[src/rtl/ether_frame_rx_if.sv]
// ether_frame_rx_if: PHY receive pins and payload beat stream.
// Ports: crsdv/rxd (PHY side), axiov/axiod (payload side).
interface ether_frame_rx_if #(
    parameter int N = 4
);
    logic         crsdv;
    logic [N-1:0] rxd;
    logic         axiov;
    logic [N-1:0] axiod;

    modport master (
        output crsdv,
        output rxd,
        input  axiov,
        input  axiod
    );

    modport slave (
        input  crsdv,
        input  rxd,
        output axiov,
        output axiod
    );
endinterface

[src/rtl/ether_frame_rx.sv]
// ether_frame_rx: Ethernet receive framer. Strips preamble/SFD,
// filters on destination MAC (own or broadcast), captures source
// MAC and ethertype, streams payload with the FCS withheld and
// reports a CRC-32 verdict at end of frame.
// Ports:
//   clk, rst    - receive clock, async active-high reset
//   phy         - slave side: crsdv/rxd in, axiov/axiod out
//   my_mac      - station MAC, first wire byte in [47:40]
//   src_mac     - captured source MAC, first wire byte in [47:40]
//   etype       - captured ethertype, first wire byte in [15:8]
//   hdr_valid   - high from ethertype capture until frame_done
//   frame_done  - one-cycle pulse at end of an accepted frame
//   crc_ok      - verdict, valid with frame_done
module ether_frame_rx #(
    parameter int N = 4
) (
    input  logic            clk,
    input  logic            rst,
    ether_frame_rx_if.slave phy,
    input  logic [47:0]     my_mac,
    output logic [47:0]     src_mac,
    output logic [15:0]     etype,
    output logic            hdr_valid,
    output logic            frame_done,
    output logic            crc_ok
);

    localparam int BPB       = 8 / N;
    localparam int FCS_BEATS = 32 / N;

    localparam logic [1:0]  LAST_BEAT   = 2'(BPB - 1);
    localparam logic [4:0]  LINE_FULL   = 5'(FCS_BEATS);
    localparam logic [31:0] CRC_POLY    = 32'hEDB88320;
    localparam logic [31:0] CRC_RESIDUE = 32'hDEBB20E3;
    localparam logic [47:0] BCAST_MAC   = 48'hFFFF_FFFF_FFFF;

    localparam logic [2:0] S_IDLE    = 3'd0;
    localparam logic [2:0] S_PRE     = 3'd1;
    localparam logic [2:0] S_DEST    = 3'd2;
    localparam logic [2:0] S_SRC     = 3'd3;
    localparam logic [2:0] S_ETYPE   = 3'd4;
    localparam logic [2:0] S_PAYLOAD = 3'd5;
    localparam logic [2:0] S_END     = 3'd6;
    localparam logic [2:0] S_DROP    = 3'd7;

    // PHY pins are registered once; all framing works on the
    // registered copy, which gives the extra clock of latency.
    logic [N-1:0] rxd_q;
    logic         crsdv_q;

    logic [2:0]   state;
    logic [1:0]   beat_cnt;
    logic [7-N:0] byte_sr;
    logic [2:0]   byte_idx;
    logic         seen_55;
    logic [47:0]  hdr_sr;
    logic [31:0]  crc;
    logic [4:0]   fill;
    logic [N-1:0] line_q [FCS_BEATS];

    logic [7:0]   byte_nx;
    logic [47:0]  hdr_nx;
    logic [31:0]  crc_nx;
    logic         byte_end;
    logic         dest_hit;
    logic         frame_good;
    logic         in_frame;
    logic         assembling;

    function automatic logic [31:0] crc_step(
        input logic [31:0]  c,
        input logic [N-1:0] d
    );
        logic [31:0] r;
        r = c;
        for (int i = 0; i < N; i++) begin
            r = (r >> 1) ^ ((r[0] ^ d[i]) ? CRC_POLY : 32'h0);
        end
        return r;
    endfunction

    // Bytes arrive LSB first: each new beat lands at the top and
    // the older beats slide toward bit 0.
    assign byte_nx  = {rxd_q, byte_sr};
    assign hdr_nx   = {hdr_sr[39:0], byte_nx};
    assign crc_nx   = crc_step(crc, rxd_q);
    assign byte_end = (beat_cnt == LAST_BEAT);
    assign dest_hit = (hdr_nx == my_mac) || (hdr_nx == BCAST_MAC);

    assign in_frame = (state == S_DEST) || (state == S_SRC) ||
                      (state == S_ETYPE) || (state == S_PAYLOAD);

    assign assembling = crsdv_q && (in_frame || (state == S_PRE));

    // A full delay line means at least four payload+FCS bytes.
    assign frame_good = (state == S_PAYLOAD) &&
                        (crc == CRC_RESIDUE) &&
                        (beat_cnt == 2'd0) &&
                        (fill == LINE_FULL);

    always_ff @(posedge clk or posedge rst) begin
        if (rst) begin
            rxd_q      <= '0;
            crsdv_q    <= 1'b0;
            state      <= S_IDLE;
            beat_cnt   <= 2'd0;
            byte_sr    <= '0;
            byte_idx   <= 3'd0;
            seen_55    <= 1'b0;
            hdr_sr     <= 48'h0;
            crc        <= 32'h0;
            fill       <= 5'd0;
            for (int i = 0; i < FCS_BEATS; i++) begin
                line_q[i] <= '0;
            end
            phy.axiov  <= 1'b0;
            phy.axiod  <= '0;
            src_mac    <= 48'h0;
            etype      <= 16'h0;
            hdr_valid  <= 1'b0;
            frame_done <= 1'b0;
            crc_ok     <= 1'b0;
        end else begin
            rxd_q      <= phy.rxd;
            crsdv_q    <= phy.crsdv;
            phy.axiov  <= 1'b0;
            frame_done <= 1'b0;
            crc_ok     <= 1'b0;

            if (assembling) begin
                beat_cnt <= byte_end ? 2'd0 : beat_cnt + 2'd1;
                byte_sr  <= byte_nx[7:N];
            end

            unique case (state)
                S_IDLE: begin
                    if (crsdv_q) begin
                        // The first carrier beat is already the
                        // low end of the first preamble byte.
                        state    <= S_PRE;
                        beat_cnt <= 2'd1;
                        byte_sr  <= byte_nx[7:N];
                        seen_55  <= 1'b0;
                    end
                end

                S_PRE: begin
                    if (!crsdv_q) begin
                        state <= S_IDLE;
                    end else if (byte_end) begin
                        unique case (1'b1)
                            (byte_nx == 8'h55): begin
                                seen_55 <= 1'b1;
                            end
                            (byte_nx == 8'hD5 && seen_55): begin
                                state    <= S_DEST;
                                crc      <= 32'hFFFF_FFFF;
                                byte_idx <= 3'd0;
                            end
                            default: begin
                                state <= S_DROP;
                            end
                        endcase
                    end
                end

                S_DEST, S_SRC, S_ETYPE, S_PAYLOAD: begin
                    if (!crsdv_q) begin
                        state      <= S_END;
                        frame_done <= 1'b1;
                        crc_ok     <= frame_good;
                        hdr_valid  <= 1'b0;
                    end else begin
                        crc <= crc_nx;
                        if (state == S_PAYLOAD) begin
                            line_q[0] <= rxd_q;
                            for (int i = 1; i < FCS_BEATS; i++) begin
                                line_q[i] <= line_q[i-1];
                            end
                            if (fill == LINE_FULL) begin
                                phy.axiov <= 1'b1;
                                phy.axiod <= line_q[FCS_BEATS-1];
                            end else begin
                                fill <= fill + 5'd1;
                            end
                        end else if (byte_end) begin
                            hdr_sr   <= hdr_nx;
                            byte_idx <= byte_idx + 3'd1;
                            unique case (1'b1)
                                (state == S_DEST && byte_idx == 3'd5): begin
                                    byte_idx <= 3'd0;
                                    state    <= dest_hit ? S_SRC : S_DROP;
                                end
                                (state == S_SRC && byte_idx == 3'd5): begin
                                    byte_idx <= 3'd0;
                                    src_mac  <= hdr_nx;
                                    state    <= S_ETYPE;
                                end
                                (state == S_ETYPE && byte_idx == 3'd1): begin
                                    byte_idx  <= 3'd0;
                                    etype     <= hdr_nx[15:0];
                                    hdr_valid <= 1'b1;
                                    fill      <= 5'd0;
                                    state     <= S_PAYLOAD;
                                end
                                default: begin
                                end
                            endcase
                        end
                    end
                end

                // Carrier re-asserting here is deliberately lost;
                // the next frame starts from IDLE.
                S_END: begin
                    state <= S_IDLE;
                end

                S_DROP: begin
                    if (!crsdv_q) begin
                        state <= S_IDLE;
                    end
                end
            endcase
        end
    end

endmodule

[src/flat_wrapper.sv]
// flat-port wrapper written by rule: the top's interface ports become plain ports
module ether_frame_rx_flat 
#(
    parameter int N = 4
)
  (clk, rst, my_mac, src_mac, etype, hdr_valid, frame_done, crc_ok, phy_crsdv, phy_rxd, phy_axiov, phy_axiod);
  ether_frame_rx_if #(.N(N)) phy_i ();
  input  logic clk;
  input  logic rst;
  input  logic [47:0] my_mac;
  output logic [47:0] src_mac;
  output logic [15:0] etype;
  output logic hdr_valid;
  output logic frame_done;
  output logic crc_ok;
  input wire logic [$bits(phy_i.crsdv)-1:0] phy_crsdv;
  input wire logic [$bits(phy_i.rxd)-1:0] phy_rxd;
  output wire logic [$bits(phy_i.axiov)-1:0] phy_axiov;
  output wire logic [$bits(phy_i.axiod)-1:0] phy_axiod;
  assign phy_i.crsdv = phy_crsdv;
  assign phy_i.rxd = phy_rxd;
  assign phy_axiov = phy_i.axiov;
  assign phy_axiod = phy_i.axiod;
  ether_frame_rx #(.N(N)) u_core (.clk(clk), .rst(rst), .phy(phy_i), .my_mac(my_mac), .src_mac(src_mac), .etype(etype), .hdr_valid(hdr_valid), .frame_done(frame_done), .crc_ok(crc_ok));
endmodule
[config.mk]
export PLATFORM = sky130hd
export DESIGN_NAME = ether_frame_rx_flat
export DESIGN_NICKNAME = d
export VERILOG_FILES = /design/src/rtl/ether_frame_rx_if.sv /design/src/rtl/ether_frame_rx.sv /design/src/flat_wrapper.sv
export SDC_FILE = /design/constraint.sdc
export NUM_CORES = 1
export LEC_CHECK = 0
export CAP_MARGIN = 20
export CORE_ASPECT_RATIO = 0.7
export CORE_MARGIN = 4
export CORE_UTILIZATION = 59
export CTS_CLUSTER_DIAMETER = 100
export DETAILED_ROUTE_END_ITERATION = 8
export GPL_ROUTABILITY_DRIVEN = 0
export PLACE_DENSITY = 0.89
export SYNTH_ARGS = -nofsm -noshare
export SYNTH_HDL_FRONTEND = slang
export SYNTH_SLANG_ARGS = --single-unit
[constraint.sdc]
create_clock -name clk -period 8.9 [get_ports clk]
set_input_delay 0.89 -clock clk [delete_from_list [all_inputs] [get_ports clk]]
set_output_delay 0.89 -clock clk [all_outputs]
set_load 0.02 [all_outputs]
# == Word level (Yosys, flattened, before mapping) ==
# Cells that the tools add are included.
# classes
n_addsub,3
eq_ne,34
mux,56
bitwise_logic,9
reduce_logical,32
# op_table
operator,n
$mux W32,8
$xor A31 B32 Y32,4
$pmux W32 S2,1
$eq A48 B48 Y1,1
$eq A48 B48 Y1 const B,1
$mux W3,15
$eq A32 B32 Y1 const B,1
$reduce_and A5 Y1,5
$mux W5,4
$mux W1,16
$ne A2 B2 Y1 const B,8
$eq A3 B3 Y1 const B,5
$pmux W3 S5,1
$reduce_and A7 Y1,2
$mux W4,3
$ne A3 B3 Y1 const B,4
$pmux W3 S2,2
$reduce_and A4 Y1,3
$ne A2 B1 Y1 const B,5
$pmux W3 S3,1
$eq A8 B7 Y1 const B,1
$eq A8 B8 Y1 const B,1
$logic_and A1 B1 Y1,8
$mux W2,4
18 further kinds,30
# word_totals
reg_bits,199
output_inout_bits,72
wordCells,159

# == Longest topological paths before layout ==
# logic_depth
word_depth,14
mapped_depth,8
ltp_nobuf,8

# == Worst setup path after synthesis ==
# No wires, ideal clock.
# synth_path
kind,reg2reg
start,register u_core.rxd_q[1]
end,register u_core.byte_idx[2]
setup_ps,66
arrival_ps,2057
required_time_ps,8834
slack_ps,6777
stages_incl_launch_ff,9
path_buffers,2
path_cell_list,dfrtp_1 > buf_6 > or3_4 > nor4_4 > o31a_1 > buf_4 > o211ai_4 > or4b_1 > nand2_1
# synth_between
elab_chain_len,4
# synth_rtl
element,line,text
"start, declared",ether_frame_rx.sv:48,logic [N-1:0] rxd_q;
"start signal, assigned",ether_frame_rx.sv:124,rxd_q <= phy.rxd;
$eq A8 B8 Y1,ether_frame_rx.sv:155,(byte_nx == 8'hD5 && seen_55): begin
$logic_and A1 B1 Y1,ether_frame_rx.sv:155,
$ne A2 B2 Y1 (no line),n/a,
$reduce_and A7 Y1 (no line),n/a,
"end signal, assigned",ether_frame_rx.sv:188,byte_idx <= byte_idx + 3'd1;
"end, declared",ether_frame_rx.sv:54,logic [2:0] byte_idx;
# No other way between the ends.
# A chain may end at the register's enable or synchronous reset.

# == Worst setup path after layout ==
# layout_path
start,register u_core.crsdv_q
end,register u_core.byte_idx[2]
# layout_between
elab_chain_len,2
# layout_rtl
element,line,text
"start, declared",ether_frame_rx.sv:49,logic crsdv_q;
"start signal, assigned",ether_frame_rx.sv:125,crsdv_q <= phy.crsdv;
$ne A2 B1 Y1 (no line),n/a,
$reduce_and A7 Y1 (no line) (*),n/a,
# Mark *: on every way between the ends. The rest lies on a longest branch, timed or not.

==> summary.md <==
| Metric | Value |
|---|---|
| Setup TNS | 0 ns |
| Clk buf depth | 2 |
| Hold Buf Count CTS | 0 |
| Post-synth cell types | 56 |
| CP Data Arrival Time | around 3.3 ns |
| Routed Antenna Nets | 0 |
| First-pass GRT wire length | ~35,000 um |
| Post-CTS Repair Setup Buffers | 0 |
| Post-synth ARST share | 100% |
| Clk slew on worst S/H paths | 0.07 ns |
| Crit Path Category | flop to flop |
| Max Clk Rate | ~350 MHz |
| Drt wl/cell | 20.9 um |
| Final Critical Period | ~2.9 ns |
| Die Wd | between 150 and 200 um |
| Largest net degree at the start of global routing | 121 |
| Internal power | between 0.002 and 0.0025 W |
| Main flop type after synthesis | dfrtp_1 |
| Critical Path RT | roughly 9 ns |
| Syn Area/Cell | around 12 um2 |
| Worst-path cell chain | a21boi_1 > o31a_1 > buf_4 > o211ai_4 > or4b_1 > nand2_1 |
| Flops & latches, synth | about 200 |
| Fin. max-slew vios | 0 |
| Seq/Total Area, Yosys | between 50% and 60% |
| Slew margin rel. | around 23% |
| Root buf cell | clkbuf_16 |
| Row count | 37 |
| Antenna violations before repair | 0 |
| Die ar. | 0.0172 mm2 |
| CTS Sinks | 199 |
| Crit-path max cell delay | just under 0.8 ns |
| Drt drc | 0 |
| Final Hold Fails | 0 |
| Peak supply drop | 0.000214 V |
| Crit path max-delay family | compound AO/OA/AOI/OAI gates |
| Total number of vias | around 6,400 |
| Net Sw Frac | between 30 and 40% |
| Final #Nets | between 900 and 1,000 |
| Layout cell share with drive strength beyond 1 | between 10% and 20% |
| Clock power frac | roughly 23% |
| Setup Skew | between 0.009 and 0.01 ns |
| CP endpoint kind | flop |
| WHS | 0.466 ns |
| Status | finished clean |
| Commonest non-fill, non-tap cell in the layout | dfrtp_1 |
| CTS buffer count | 17 |
| CP Max Fanout | 53 |
| WL final | 22,600 um |
| Met2 Wirelength | 10,600 um |
| Final period util | 32.5% |
| GR Util All Layers | 26.3% |
| DR vias/cell | 5.96 |
| DR iter-0 viols | 574 |
| Startpoint types | flop |
| H-tree level count | 4 |
| Mapped Cells | between 700 and 800 |
| Layout area overhead | 23.1% |
| Share of power burned in registers | about 45% |
| # IOs | around 130 |
| YS warnings | 0 |
| Port Buffer Count | about 130 |
| Power per standard cell area | ~310 mW/mm2 |
| Power share of the combinational group | around 33% |
| Worst Hold Class | flop to flop |
| Global route overflow | 0 |
| Antenna cell count | 0 |
| Vias in the first global route | 6,471 |
| Commonest non-fill, non-tap cells in the layout | dfrtp_1 (199), nand2_1 (128), clkdlybuf4s50_1 (126) |
| DRT met1 WL | ~9400 um |
| Worst-Margin Slew | about 1.2 ns |
| Slowest cell on crit path | dfrtp_1 |
| Mapped cell area | between 0.008 and 0.009 mm2 |
| Top Metal Used | met4 |
| CTS tree | done |
| Die H | roughly 110 um |
| Met3 WL | approximately 1900 um |
| Skew-Pair Late Insertion Delay | approximately 0.44 ns |
| Worst path buffer plus inverter count | 1 |
| Post-cts resize count | 0 |
| Post-synth EDFFs | 0 |
| First-pass detailed-route iteration total | 5 |
| Starting Density | 60.5% |
| Core Area | roughly 0.015 mm2 |
| Final setup viols | 0 |
| Lkg Pwr | between 4 and 5 nW |
| Utilization after layout | between 70% and 80% |
| Switching pwr | between 0.001 and 0.0015 W |
| RSZ-0062 raised after global routing | no |
| Maxcap violations | 0 |
| HPWL after DPL | approximately 14,000 um |
| Mapped Nets | just over 800 |
==> sequential cells by signal, summed over array words and instances (netlist names), 3 cells and up, named ones only <==
signal            cells
u_core.src_mac       48
u_core.hdr_sr        40
u_core.crc           32
u_core.line_q        32
u_core.etype         16
u_core.fill           5
u_core.phy.axiod      4
u_core.rxd_q          4
u_core.byte_idx       3
u_core.state          3
==> area by class of cell <==
| type | instances | area (um2) |
|---|---|---|
| inverter | 7 | 33.8 |
| sequential | 199 | 4980 |
| multi-input combinational | 511 | 3760 |
| tap | 195 | 244 |
| timing repair buffer | 134 | 1360 |
| clock inverter | 15 | 166 |
| fill | 927 | 3750 |
| clock buffer | 17 | 425 |
==> worst register-to-register path, stage by stage, from the launching register on <==
cell	delay (ns)
dfrtp_1	0.77
a21boi_1	0.60
o31a_1	0.23
buf_4	0.43
o211ai_4	0.22
or4b_1	0.51
nand2_1	0.09
==> layer usage <==
metal,global-route usage (%),up-vias
met1,37.6,3218
li1,-,2845
met5,0,-
met4,8.35,0
met2,39.0,312
met3,7.57,51
==> final timing paths <==
path | slack [ns] | depth (start not counted) | to | from
setup / recovery | 6.00 | 6 | u_core.byte_idx[2] | u_core.crsdv_q
hold / removal | 0.47 | 2 | u_core.line_q[27] | u_core.line_q[31]
setup reg to reg | 6.00 | 6 | u_core.byte_idx[2] | u_core.crsdv_q
hold reg to reg | 0.47 | 2 | u_core.line_q[27] | u_core.line_q[31]
max in group asynchronous | 6.76 | 4 | u_core.src_mac[3] | rst
min in group asynchronous | 1.01 | 2 | u_core.etype[12] | rst
==> Yosys cell counts, drive strengths merged, types with 4 or more instances <==
cell,n,area (um2)
a31oi,22,138
buf,11,63.8
clkbuf,28,105
dfrtp,199,4980
ha,4,50.1
inv,7,26.3
mux2,108,1220
nand2,128,480
nand2b,5,31.3
nand3,7,35.0
nand4,18,113
nor2,38,143
nor2b,5,31.3
nor3,4,20.0
nor4,20,146
nor4b,4,35.0
o21ai,12,60.1
o22a,8,70.1
xnor2,24,218
xor2,63,597
==> logic make-up (layout without fill, tap and decap cells) <==
family                     count (synthesis)  in the layout  synth area share (%)
adders and majority gates                  4              4                 0.562
and+or+nand+nor                          245            245                  13.2
buffers and inverters                     46            173                  2.19
DFF                                      199            199                  55.9
xor gates and xnor gates                  87             87                  9.14
AOI/OAI and AO/OA                         66             66                  5.28
muxes                                    109            109                  13.8
==> power groups by stage <==
stage	registers (W)	clock network, W	logic, W
floorplan	0.00140	0	0.000829
global placement	0.00151	0	0.00105
detailed placement	0.00152	0	0.00109
CTS	0.00151	0.000778	0.00112
global route	0.00156	0.000813	0.00123
finish	0.00153	0.000771	0.00113
==> stage by stage <==
stage	setup slack (ns)	cells	power [W]	cell area, um2
global route	5.78	1078	0.00361	11000
CTS	6.05	1076	0.00341	10900
global placement	5.83	1044	0.00256	10300
finish	6.00	1078	0.00344	11000
detailed placement	5.84	1044	0.00261	10300
floorplan	2.58	756	0.00223	8910
(Power assumes the default switching activity.)
